[config.mk]
export PLATFORM = sky130hd
export DESIGN_NAME = alu_seq
export DESIGN_NICKNAME = d
export VERILOG_FILES = /design/src/rtl/alu_pkg.sv /design/src/rtl/alu_seq_mul.sv /design/src/rtl/alu_seq.sv
export SDC_FILE = /design/constraint.sdc
export NUM_CORES = 1
export LEC_CHECK = 0
export ABC_AREA = 1
export BUFFER_PORTS_ARGS = -buffer_cell sky130_fd_sc_hd__buf_2
export CAP_MARGIN = 20
export CORE_MARGIN = 8
export CORE_UTILIZATION = 56
export CTS_CLUSTER_DIAMETER = 50
export DETAILED_ROUTE_END_ITERATION = 10
export GPL_ROUTABILITY_DRIVEN = 0
export GPL_TIMING_DRIVEN = 0
export PLACE_DENSITY = 0.73
export SLEW_MARGIN = 10
export SYNTH_ARGS = -nofsm -noshare
export SYNTH_HDL_FRONTEND = slang
export SYNTH_SLANG_ARGS = --single-unit
export TNS_END_PERCENT = 100
[constraint.sdc]
create_clock -name CLK -period 3.45 [get_ports CLK]
set_input_delay 1.035 -clock CLK [delete_from_list [all_inputs] [get_ports CLK]]
set_output_delay 1.035 -clock CLK [all_outputs]
set_load 0.02 [all_outputs]
[src/rtl/alu_pkg.sv]
// Shared opcode, flag-index and FSM-state definitions for the sequential ALU.
package alu_pkg;

  localparam int unsigned OP_W      = 4;
  localparam int unsigned NUM_FLAGS = 4;

  localparam int unsigned FLAG_Z = 0;
  localparam int unsigned FLAG_C = 1;
  localparam int unsigned FLAG_V = 2;
  localparam int unsigned FLAG_N = 3;

  typedef enum logic [OP_W-1:0] {
    OP_ADD  = 4'h0,
    OP_SUB  = 4'h1,
    OP_MUL  = 4'h2,
    OP_SHL  = 4'h3,
    OP_SHR  = 4'h4,
    OP_INCA = 4'h5,
    OP_INCB = 4'h6,
    OP_DECA = 4'h7,
    OP_DECB = 4'h8,
    OP_EQ   = 4'h9,
    OP_GT   = 4'hA,
    OP_LT   = 4'hB,
    OP_AND  = 4'hC,
    OP_OR   = 4'hD,
    OP_XOR  = 4'hE,
    OP_PASS = 4'hF
  } alu_op_e;

  typedef enum logic [1:0] {
    IDLE = 2'd0,
    MUL  = 2'd1,
    DONE = 2'd2
  } state_e;

endpackage

[src/rtl/alu_seq_mul.sv]
// WIDTH-iteration shift-add unsigned multiplier; done_c pulses for one cycle
// once the full 2*WIDTH product is present.
module alu_seq_mul
  import alu_pkg::*;
#(
  parameter int unsigned WIDTH = 8
) (
  input  logic                 CLK,
  input  logic                 RESET_N,
  input  logic                 start,
  input  logic [WIDTH-1:0]     a,
  input  logic [WIDTH-1:0]     b,
  output logic                 done_c,
  output logic [2*WIDTH-1:0]   product
);

  localparam int unsigned CNT_W = $clog2(WIDTH + 1);

  logic             busy;
  logic [CNT_W-1:0] cnt;
  logic [WIDTH-1:0] mcand;
  logic [WIDTH:0]   sum_c;

  // Upper half accumulates the multiplicand when the multiplier LSB is set.
  assign sum_c  = {1'b0, product[2*WIDTH-1:WIDTH]}
                + {1'b0, (product[0] ? mcand : {WIDTH{1'b0}})};
  assign done_c = busy && (cnt == CNT_W'(WIDTH));

  always_ff @(posedge CLK or negedge RESET_N) begin
    if (!RESET_N) begin
      busy    <= 1'b0;
      cnt     <= '0;
      mcand   <= '0;
      product <= '0;
    end else if (start) begin
      busy    <= 1'b1;
      cnt     <= '0;
      mcand   <= a;
      product <= {{WIDTH{1'b0}}, b};
    end else if (busy) begin
      if (cnt == CNT_W'(WIDTH)) begin
        busy <= 1'b0;
      end else begin
        product <= {sum_c, product[WIDTH-1:1]};
        cnt     <= cnt + CNT_W'(1);
      end
    end
  end

endmodule

[src/rtl/alu_seq.sv]
// Handshaked ALU: single-cycle ops registered directly, multiply via the
// shift-add sub-module; result and flags held until the consumer accepts.
module alu_seq
  import alu_pkg::*;
#(
  parameter int unsigned WIDTH = 8
) (
  input  logic                 CLK,
  input  logic                 RESET_N,
  input  logic                 IN_VALID,
  output logic                 IN_READY,
  input  logic [WIDTH-1:0]     IN_A,
  input  logic [WIDTH-1:0]     IN_B,
  input  logic [OP_W-1:0]      ALU_OP,
  output logic                 OUT_VALID,
  input  logic                 OUT_READY,
  output logic [WIDTH-1:0]     OUT_RESULT,
  output logic [WIDTH-1:0]     OUT_RESULT_HI,
  output logic [NUM_FLAGS-1:0] OUT_FLAGS
);

  localparam int unsigned SHW = $clog2(WIDTH);

  state_e                 state_q, state_d;
  alu_op_e                op;
  logic                   xfer_c, mul_start_c, mul_done_c;
  logic [2*WIDTH-1:0]     product;
  logic [WIDTH-1:0]       x, y, arith_res, alu_res;
  logic                   is_sub, arith_c, arith_v, alu_c, alu_v;
  logic [WIDTH:0]         sum_c, diff_c, shl_c, shr_c;
  logic [SHW-1:0]         shamt;
  logic [NUM_FLAGS-1:0]   alu_flags, mul_flags;
  logic                   out_valid_d;
  logic [WIDTH-1:0]       result_d, result_hi_d;
  logic [NUM_FLAGS-1:0]   flags_d;

  assign op       = alu_op_e'(ALU_OP);
  assign IN_READY = (state_q == IDLE) || ((state_q == DONE) && OUT_READY);
  assign xfer_c   = IN_VALID && IN_READY;

  alu_seq_mul #(.WIDTH(WIDTH)) u_mul (
    .CLK     (CLK),
    .RESET_N (RESET_N),
    .start   (mul_start_c),
    .a       (IN_A),
    .b       (IN_B),
    .done_c  (mul_done_c),
    .product (product)
  );

  // Operand selection so add/sub/inc/dec share one adder and one subtractor.
  always_comb begin
    x      = IN_A;
    y      = IN_B;
    is_sub = 1'b0;
    case (op)
      OP_SUB:  is_sub = 1'b1;
      OP_INCA: y = WIDTH'(1);
      OP_INCB: begin x = IN_B; y = WIDTH'(1); end
      OP_DECA: begin y = WIDTH'(1); is_sub = 1'b1; end
      OP_DECB: begin x = IN_B; y = WIDTH'(1); is_sub = 1'b1; end
      default: ;
    endcase
  end

  assign sum_c     = {1'b0, x} + {1'b0, y};
  assign diff_c    = {1'b0, x} - {1'b0, y};
  assign arith_res = is_sub ? diff_c[WIDTH-1:0] : sum_c[WIDTH-1:0];
  assign arith_c   = is_sub ? diff_c[WIDTH] : sum_c[WIDTH];
  assign arith_v   = (is_sub ? (x[WIDTH-1] != y[WIDTH-1]) : (x[WIDTH-1] == y[WIDTH-1]))
                     && (arith_res[WIDTH-1] != x[WIDTH-1]);

  // The extra bit beyond the result holds the last bit shifted out.
  assign shamt = IN_B[SHW-1:0];
  assign shl_c = {1'b0, IN_A} << shamt;
  assign shr_c = {IN_A, 1'b0} >> shamt;

  always_comb begin
    alu_res = '0;
    alu_c   = 1'b0;
    alu_v   = 1'b0;
    case (op)
      OP_ADD, OP_SUB, OP_INCA, OP_INCB, OP_DECA, OP_DECB: begin
        alu_res = arith_res;
        alu_c   = arith_c;
        alu_v   = arith_v;
      end
      OP_SHL:  begin alu_res = shl_c[WIDTH-1:0]; alu_c = shl_c[WIDTH]; end
      OP_SHR:  begin alu_res = shr_c[WIDTH:1];   alu_c = shr_c[0];     end
      OP_EQ:   alu_res = WIDTH'(IN_A == IN_B);
      OP_GT:   alu_res = WIDTH'(IN_A > IN_B);
      OP_LT:   alu_res = WIDTH'(IN_A < IN_B);
      OP_AND:  alu_res = IN_A & IN_B;
      OP_OR:   alu_res = IN_A | IN_B;
      OP_XOR:  alu_res = IN_A ^ IN_B;
      OP_PASS: alu_res = IN_A;
      default: ;
    endcase
  end

  always_comb begin
    alu_flags         = '0;
    alu_flags[FLAG_Z] = (alu_res == '0);
    alu_flags[FLAG_C] = alu_c;
    alu_flags[FLAG_V] = alu_v;
    alu_flags[FLAG_N] = alu_res[WIDTH-1];
    mul_flags         = '0;
    mul_flags[FLAG_Z] = (product == '0);
    mul_flags[FLAG_C] = |product[2*WIDTH-1:WIDTH];
    mul_flags[FLAG_N] = product[WIDTH-1];
  end

  always_comb begin
    state_d     = state_q;
    out_valid_d = OUT_VALID;
    result_d    = OUT_RESULT;
    result_hi_d = OUT_RESULT_HI;
    flags_d     = OUT_FLAGS;
    mul_start_c = 1'b0;
    case (state_q)
      IDLE, DONE: begin
        if ((state_q == DONE) && OUT_READY) begin
          state_d     = IDLE;
          out_valid_d = 1'b0;
        end
        if (xfer_c) begin
          if (op == OP_MUL) begin
            state_d     = MUL;
            mul_start_c = 1'b1;
            out_valid_d = 1'b0;
          end else begin
            state_d     = DONE;
            out_valid_d = 1'b1;
            result_d    = alu_res;
            result_hi_d = '0;
            flags_d     = alu_flags;
          end
        end
      end
      MUL: begin
        if (mul_done_c) begin
          state_d     = DONE;
          out_valid_d = 1'b1;
          result_d    = product[WIDTH-1:0];
          result_hi_d = product[2*WIDTH-1:WIDTH];
          flags_d     = mul_flags;
        end
      end
      default: state_d = IDLE;
    endcase
  end

  always_ff @(posedge CLK or negedge RESET_N) begin
    if (!RESET_N) begin
      state_q       <= IDLE;
      OUT_VALID     <= 1'b0;
      OUT_RESULT    <= '0;
      OUT_RESULT_HI <= '0;
      OUT_FLAGS     <= '0;
    end else begin
      state_q       <= state_d;
      OUT_VALID     <= out_valid_d;
      OUT_RESULT    <= result_d;
      OUT_RESULT_HI <= result_hi_d;
      OUT_FLAGS     <= flags_d;
    end
  end

endmodule
Word-level counts from Yosys, hierarchy flattened
Index checks and enable logic that the tools add are counted.
{"block": "totals", "register_bits": 52, "elab_cells": 112}
{"block": "op_classes", "n_addsub": 4, "n_lt_le_gt_ge": 2, "n_eq_ne": 27, "shift": 2, "muxes": 44, "bitwise": 3, "n_reduce_logical": 21}
{"operator": "2-to-1 mux 8 bit", "count": 10}
{"operator": "case mux 8 bit (10 select lines)", "count": 1}
{"operator": "2-to-1 mux 16 bit", "count": 3}
{"operator": "== test 4 bit (second input constant)", "count": 9}
{"operator": "case mux 8 bit (2 select lines)", "count": 2}
{"operator": "2-to-1 mux 4 bit", "count": 6}
{"operator": "adder 8 x 8 -> 9 bit", "count": 2}
{"operator": "== test 4 x 3 -> 1 bit (second input constant)", "count": 4}
{"operator": "logical NOT 16 bit", "count": 1}
{"operator": "2-to-1 mux 1 bit", "count": 14}
{"operator": "left shift 8 x 3 -> 9 bit", "count": 1}
{"operator": "right shift 9 x 3 -> 9 bit", "count": 1}
{"operator": "subtractor 8 x 8 -> 9 bit", "count": 1}
{"operator": "bitwise AND 8 bit", "count": 1}
{"operator": "== test 4 x 2 -> 1 bit (second input constant)", "count": 2}
{"operator": "== test 8 bit", "count": 1}
{"operator": "greater-than comparator 8 bit", "count": 1}
{"operator": "logical NOT 8 bit", "count": 1}
{"operator": "< comparator 8 bit", "count": 1}
{"operator": "2-to-1 mux 2 bit", "count": 4}
{"operator": "inequality test 2 bit (second input constant)", "count": 4}
{"operator": "bitwise OR 8 bit", "count": 1}
{"operator": "case mux 4 bit (2 select lines)", "count": 1}
{"operator": "OR reduction 8 bit", "count": 1}
{"operator": "23 further kinds", "count": 30}

Depth between registers and ports, before layout
{"block": "depth", "ltp_word": 11, "mapped_depth": 25, "ltp_nobuf": 24}

Hierarchy
Synthesis repeated with hierarchy kept, for this count alone.
{"block": "unflattened", "hier_cells": 803, "hier_area_um2": 5152.4}
{"mod": "alu_seq", "instances": 1, "cells_per_inst": 596, "area_per_inst_um2": 3484.6, "seq_area_each_um2": 550.5}
{"mod": "alu_seq_mul", "instances": 1, "cells_per_inst": 207, "area_per_inst_um2": 1667.8, "seq_area_each_um2": 725.7}

Worst setup path before layout
OpenSTA, ideal clock, no wires.
{"block": "synth_timing", "path_kind": "input to register", "from": "in ALU_OP[3]", "to": "reg OUT_FLAGS[0]", "arrival_ps": 3218, "required_ps": 3373, "setup_slack_ps": 154, "path_stages": 21, "cell_sequence": "inv_1 -> nor2_2 -> nand2_2 -> nand2_1 -> clkbuf_1 -> nand2_1 -> o21ai_0 -> ha_1 -> buf_2 -> nor2_1 -> nand2_1 -> nand3_1 -> xor2_1 -> nand2_1 -> nand3_1 -> nand2_1 -> inv_1 -> nand2_1 -> nor2_1 -> nand2_1 -> a21oi_1"}
{"block": "synth_between", "elab_chain_cells": 10}
{"element": "from (decl)", "line_no": "alu_seq.sv:14", "text": "input logic [OP_W-1:0] ALU_OP,"}
{"element": "== test 4 x 3 -> 1 bit or == test 4 bit (tied branches)", "line_no": "alu_seq.sv:56, alu_seq.sv:82"}
{"element": "OR reduction 4 bit (no source line) or OR reduction 2 bit (tied branches)"}
{"element": "2-to-1 mux 8 bit", "line_no": "alu_seq.sv:56", "text": "case (op)"}
{"element": "adder 8 x 8 -> 9 bit or subtractor 8 x 8 -> 9 bit (tied branches)", "line_no": "alu_seq.sv:66, alu_seq.sv:67"}
{"element": "2-to-1 mux 8 bit", "line_no": "alu_seq.sv:68", "text": "assign arith_res = is_sub ? diff_c[WIDTH-1:0] : sum_c[WIDTH-1:0];"}
{"element": "case mux 8 bit (10 select lines)", "line_no": "alu_seq.sv:82", "text": "case (op)"}
{"element": "logical NOT 8 bit", "line_no": "alu_seq.sv:103", "text": "alu_flags[FLAG_Z] = (alu_res == '0);"}
{"element": "2-to-1 mux 4 bit", "line_no": "alu_seq.sv:127", "text": "if (op == OP_MUL) begin"}
{"element": "2-to-1 mux 4 bit", "line_no": "alu_seq.sv:126", "text": "if (xfer_c) begin"}
{"element": "case mux 4 bit (2 select lines)", "line_no": "alu_seq.sv:120", "text": "case (state_q)"}
{"element": "to (signal assigned)", "line_no": "alu_seq.sv:165", "text": "OUT_FLAGS <= flags_d;"}
{"element": "to (decl)", "line_no": "alu_seq.sv:19", "text": "output logic [NUM_FLAGS-1:0] OUT_FLAGS"}
Several ways; a longest one is shown, not always the timed one. The select of a mux whose other input is x is not followed.
A chain may end at the register's enable or synchronous reset.

Worst setup path after layout
{"block": "layout_timing", "from": "in ALU_OP[0]", "to": "reg OUT_RESULT[7]"}
{"block": "layout_between", "elab_chain_cells": 9}
{"element": "== test 4 x 3 -> 1 bit or == test 4 bit (tied branches)", "line_no": "alu_seq.sv:56, alu_seq.sv:82"}
{"element": "OR reduction 4 bit (no source line) or OR reduction 2 bit (tied branches)"}
{"element": "2-to-1 mux 8 bit", "line_no": "alu_seq.sv:56"}
{"element": "adder 8 x 8 -> 9 bit or subtractor 8 x 8 -> 9 bit (tied branches)", "line_no": "alu_seq.sv:66, alu_seq.sv:67"}
{"element": "2-to-1 mux 8 bit", "line_no": "alu_seq.sv:68"}
{"element": "case mux 8 bit (10 select lines)", "line_no": "alu_seq.sv:82"}
{"element": "2-to-1 mux 8 bit", "line_no": "alu_seq.sv:127"}
{"element": "2-to-1 mux 8 bit", "line_no": "alu_seq.sv:126"}
{"element": "case mux 8 bit (2 select lines)", "line_no": "alu_seq.sv:120"}
{"element": "to (signal assigned)", "line_no": "alu_seq.sv:163", "text": "OUT_RESULT <= result_d;"}
{"element": "to (decl)", "line_no": "alu_seq.sv:17", "text": "output logic [WIDTH-1:0] OUT_RESULT,"}
Several ways; a longest one is shown, not always the timed one. The select of a mux whose other input is x is not followed.

==> results.txt <==
* Run status: completed
- Worst path required time: between 3 and 4 ns
* Die Height: 110 microns
* Count of flip-flops with a built-in enable after synthesis: 0
* Clock tree root buffer cell: sky130_fd_sc_hd__clkbuf_8
* Switching power share of the total: 0.353
- Entering global routing, the biggest net connects 52 pins.
* Combined global-route utilization of all metal layers: 0.232
* Kind of end point of the critical path: flip-flop
- The die covers approximately 12000 sq um.
- Prevailing post-synth register cell: sky130_fd_sc_hd__dfrtp_1
* Total congestion overflow: 0
- Clock transition at the registers of the reported paths: ~0.080 ns
* Maximum clock frequency: a little over 300 MHz
- R2r startpoint: u_mul.product[0]
- Asr flop ratio synth: 1.00
* Final routed DRC violation total: 0
- Power share of the sequential group: 0.427
- The H-tree generated during clock tree synthesis spans 2 levels.
- Syn Inst Count: about 800
- The library cell used most frequently in the layout, excluding fill and tap cells, is sky130_fd_sc_hd__nand2_1.
- In this run the most critical hold path is launched from state_q[0].
* Worst setup path class: in2reg
* Vias after detailed routing: roughly 5300
- Post-synthesis instance area: around 5000 sq um
- Setup repair after global routing could not meet its margin everywhere.
* Cell internal power dissipation: about 0.0009 W
* Core box area: 8680 sq um
* Via density per instance: roughly 5.6
- The clock drives ~50 sinks.
- Die Wd: 110 microns
* Critical path startpoint category: primary input
- At the end of the flow the core is filled with cells to 0.632.
- The number of antenna violations at the first check in global routing was 0.
- Of the available clock period, the critical path in the final layout requires 0.958.
* Dpl hpwl: about 11 mm
* Max-capacitance violation count: 0
- First drt pass iteration count: 5
* Placement Rows: 34
- In the layout the commonest cells are sky130_fd_sc_hd__nand2_1 (263), sky130_fd_sc_hd__inv_1 (110), sky130_fd_sc_hd__nor2_1 (69).
- Of all nets on the critical path, the largest fanout is 10.
- Across the VDD grid, the largest voltage drop is 0.142 mV.
* Worst Tran Pin Value: roughly 0.69 ns
- Initial core utilization: 0.573
- Fraction of final layout cells sized beyond drive strength 1: 0.114
- Clock share of power: 0.247
* Vias in the first global route: 4853
- Of the total power, combinational logic draws 0.326.
- Fill cells in the final layout number 869.
* Final setup violation count: 0
* Max-slew violation count: 0
- Area share of the leading cell type in the synthesized netlist: 0.256
* Total Nets Final: a little over 900
* Total CTS buffers: 5
- For this design the ratio of total power to cell area is 255 nW/um^2.
- The design draws ~0.0014 W.
- Hold EP: state_q[1]
- Syn Area/Cell: 6.37 sq um
* TritonCTS clock tree: done
- Slack of the worst reg-to-reg path: just under 1 ns
- Hold path cells: 1
- In this run the remaining antenna-violating nets after routing total 0.
- By area the synthesized netlist is led by sky130_fd_sc_hd__dfrtp_1 (26%), sky130_fd_sc_hd__nand2_1 (20%), sky130_fd_sc_hd__ha_1 (13%).
- Final wirelength: between 10 and 15 mm
- IO buf count: 45
- Data arrival time of the critical path: roughly 3.5 ns
- The smallest clock period supported by the final layout is computed as around 3.3 ns.
- In this run the worst hold path is classified as reg2reg.
* Violation count after the first detailed-route iteration: 357
- Worst setup skew after layout: 0.00396 ns
- Worst slack on hold paths: between 0.4 and 0.5 ns
* Placed cells: 934
- Number of nets in the synthesized netlist: 859
- In this run the critical register-to-register path is captured at u_mul.product[15].
- Number of hold violations in the final report: 0
- Switching power: slightly below 0.0005 W
* Number of warnings reported in the yosys synthesis log: 0
- The number of antenna diodes in the final layout is 0.
- Syn-to-layout area delta: 10.3%
* Worst Reg2Reg Path Length in Cells: 15
* Number of library cell types mapped by synthesis: 38
- The analysis attributes to cell leakage a power of around 3.2 nW.
- 46 I/O pins were placed.
- Insertion delay to the later sink of the worst-skew pair: around 0.30 ns
- Max_slew headroom: 0.538
- For this run, the register share of the synthesized area comes to 0.256.
* Flops & latches, synth: 51
- Dividing the detail-routed wire length by the instance count gives between 15 and 20 microns.
- In this run the deepest clock path goes through 2 buffers.
- The first global-routing pass estimated roughly 23 mm of wire.
- Post-synth top area cell: sky130_fd_sc_hd__dfrtp_1
* Number of cells in the finished layout apart from fillers: 941
-- what timing repair did --
action / 4_1_cts / 5_1_grt
pin swaps: 0 / 1
buffers inserted: 0 / 1
resized for setup: 5 / 20
hold buffers: 0 / 0
setup endpoints to repair: 7 / 7
-- state kept, by name, summed over array words and instances (netlist names) --
register / flops
u_mul.product: 16
OUT_RESULT: 8
OUT_RESULT_HI: 8
u_mul.mcand: 8
u_mul.cnt: 4
OUT_FLAGS: 3
state_q: 2
OUT_VALID: 1
u_mul.busy: 1
-- per-layer routing --
layer  part of all wire  wire (microns)  track usage  vias up
met3              0.066             938       0.0250       43
met2               0.48            6880        0.396      238
li1                   -               -            -     2590
met5                  0               0            0        -
met1               0.41            5860        0.288     2419
met4              0.041             578        0.108        0
-- synthesized netlist by cell type (2+ instances only) --
| cell type | count |
|---|---|
| sky130_fd_sc_hd__nand2_1 | 264 |
| sky130_fd_sc_hd__inv_1 | 111 |
| sky130_fd_sc_hd__nor2_1 | 72 |
| sky130_fd_sc_hd__dfrtp_1 | 51 |
| sky130_fd_sc_hd__ha_1 | 51 |
| sky130_fd_sc_hd__o21ai_0 | 51 |
| sky130_fd_sc_hd__nand3_1 | 49 |
| sky130_fd_sc_hd__a21oi_1 | 31 |
| sky130_fd_sc_hd__o31ai_1 | 9 |
| sky130_fd_sc_hd__buf_2 | 8 |
| sky130_fd_sc_hd__clkbuf_1 | 8 |
| sky130_fd_sc_hd__xor2_1 | 7 |
| sky130_fd_sc_hd__nand4_1 | 6 |
| sky130_fd_sc_hd__nor3_1 | 6 |
| sky130_fd_sc_hd__o22ai_1 | 6 |
| sky130_fd_sc_hd__nor2_2 | 5 |
| sky130_fd_sc_hd__inv_2 | 4 |
| sky130_fd_sc_hd__o211ai_1 | 4 |
| sky130_fd_sc_hd__o21a_1 | 4 |
| sky130_fd_sc_hd__o221ai_1 | 4 |
| sky130_fd_sc_hd__buf_4 | 3 |
| sky130_fd_sc_hd__fa_1 | 3 |
| sky130_fd_sc_hd__a22oi_1 | 2 |
| sky130_fd_sc_hd__buf_6 | 2 |
| sky130_fd_sc_hd__nand2_2 | 2 |
| sky130_fd_sc_hd__nand3_2 | 2 |
| sky130_fd_sc_hd__nand3b_1 | 2 |
| sky130_fd_sc_hd__nor4_1 | 2 |
| sky130_fd_sc_hd__o21ai_1 | 2 |
| sky130_fd_sc_hd__o311ai_0 | 2 |
-- worst max-delay path by stage --
stage	start	endpoint	cells past startpoint	slack [ns]
after floorplan	ALU_OP[3]	OUT_FLAGS[0]	21	0.15
after detailed placement	ALU_OP[3]	OUT_FLAGS[0]	20	-0.57
final	ALU_OP[0]	OUT_RESULT[7]	21	0.14
after global placement	ALU_OP[3]	OUT_FLAGS[0]	20	-0.52
after global routing	ALU_OP[0]	OUT_FLAGS[0]	25	-0.04
after CTS	ALU_OP[3]	OUT_FLAGS[0]	22	0.02
-- power groups by stage --
stage,sequential [W],clock [W],combinational (W)
floorplan,0.000609,0,0.000306
global placement,0.000609,0,0.000421
detailed placement,0.000609,0,0.000430
CTS,0.000597,0.000350,0.000433
global route,0.000597,0.000375,0.000509
finish,0.000597,0.000345,0.000456
-- worst max-delay path, stage by stage --
cell and delay, ns:
sky130_fd_sc_hd__buf_2 0.11, sky130_fd_sc_hd__inv_1 0.06, sky130_fd_sc_hd__nand2_1 0.12, sky130_fd_sc_hd__inv_1 0.06
sky130_fd_sc_hd__nand2_1 0.10, sky130_fd_sc_hd__nand2_4 0.11, sky130_fd_sc_hd__buf_6 0.16, sky130_fd_sc_hd__o21ai_0 0.25
sky130_fd_sc_hd__ha_1 0.36, sky130_fd_sc_hd__inv_1 0.14, sky130_fd_sc_hd__nand2_1 0.09, sky130_fd_sc_hd__nor2_1 0.10
sky130_fd_sc_hd__nand3_1 0.11, sky130_fd_sc_hd__nand2_1 0.09, sky130_fd_sc_hd__nand2_1 0.05, sky130_fd_sc_hd__nand2_1 0.05
sky130_fd_sc_hd__nand2_1 0.06, sky130_fd_sc_hd__nand3_1 0.07, sky130_fd_sc_hd__nand2_1 0.09, sky130_fd_sc_hd__o21ai_0 0.22
sky130_fd_sc_hd__nand2_1 0.07
-- cell type report --
class	instances	area, sq um	share of cell area
sequential	51	1280	0.233
tap	108	135	0.0246
clock buffer	6	82.6	0.0150
buffer	20	121	0.0221
clock inverter	1	5.00	0.000912
multi-input combinational	594	3200	0.583
timing repair buffer	46	235	0.0429
inverter	115	432	0.0786
-- logic make-up (layout without fill, tap and decap cells) --
| family | after synthesis | after routing | synth area share |
|---|---|---|---|
| flip-flops | 51 | 51 | 0.256 |
| XOR/XNOR | 7 | 7 | 0.0123 |
| buffers and inverters | 136 | 188 | 0.110 |
| AND/OR/NAND/NOR | 412 | 412 | 0.338 |
| adder cells (fa/ha/maj) | 54 | 54 | 0.140 |
| AO/OA/AOI/OAI | 121 | 121 | 0.143 |
-- metrics by stage --
step	TNS (ns)	worst slack (ns)	area, sq um
floorplan	0	0.154	4980
global placement	-3.13	-0.521	5340
detailed placement	-3.93	-0.571	5340
CTS	0	0.0178	5430
global route	-0.0433	-0.0370	5490
finish	0	0.144	5490
No activity file was read; power rests on OpenSTA's default activity.
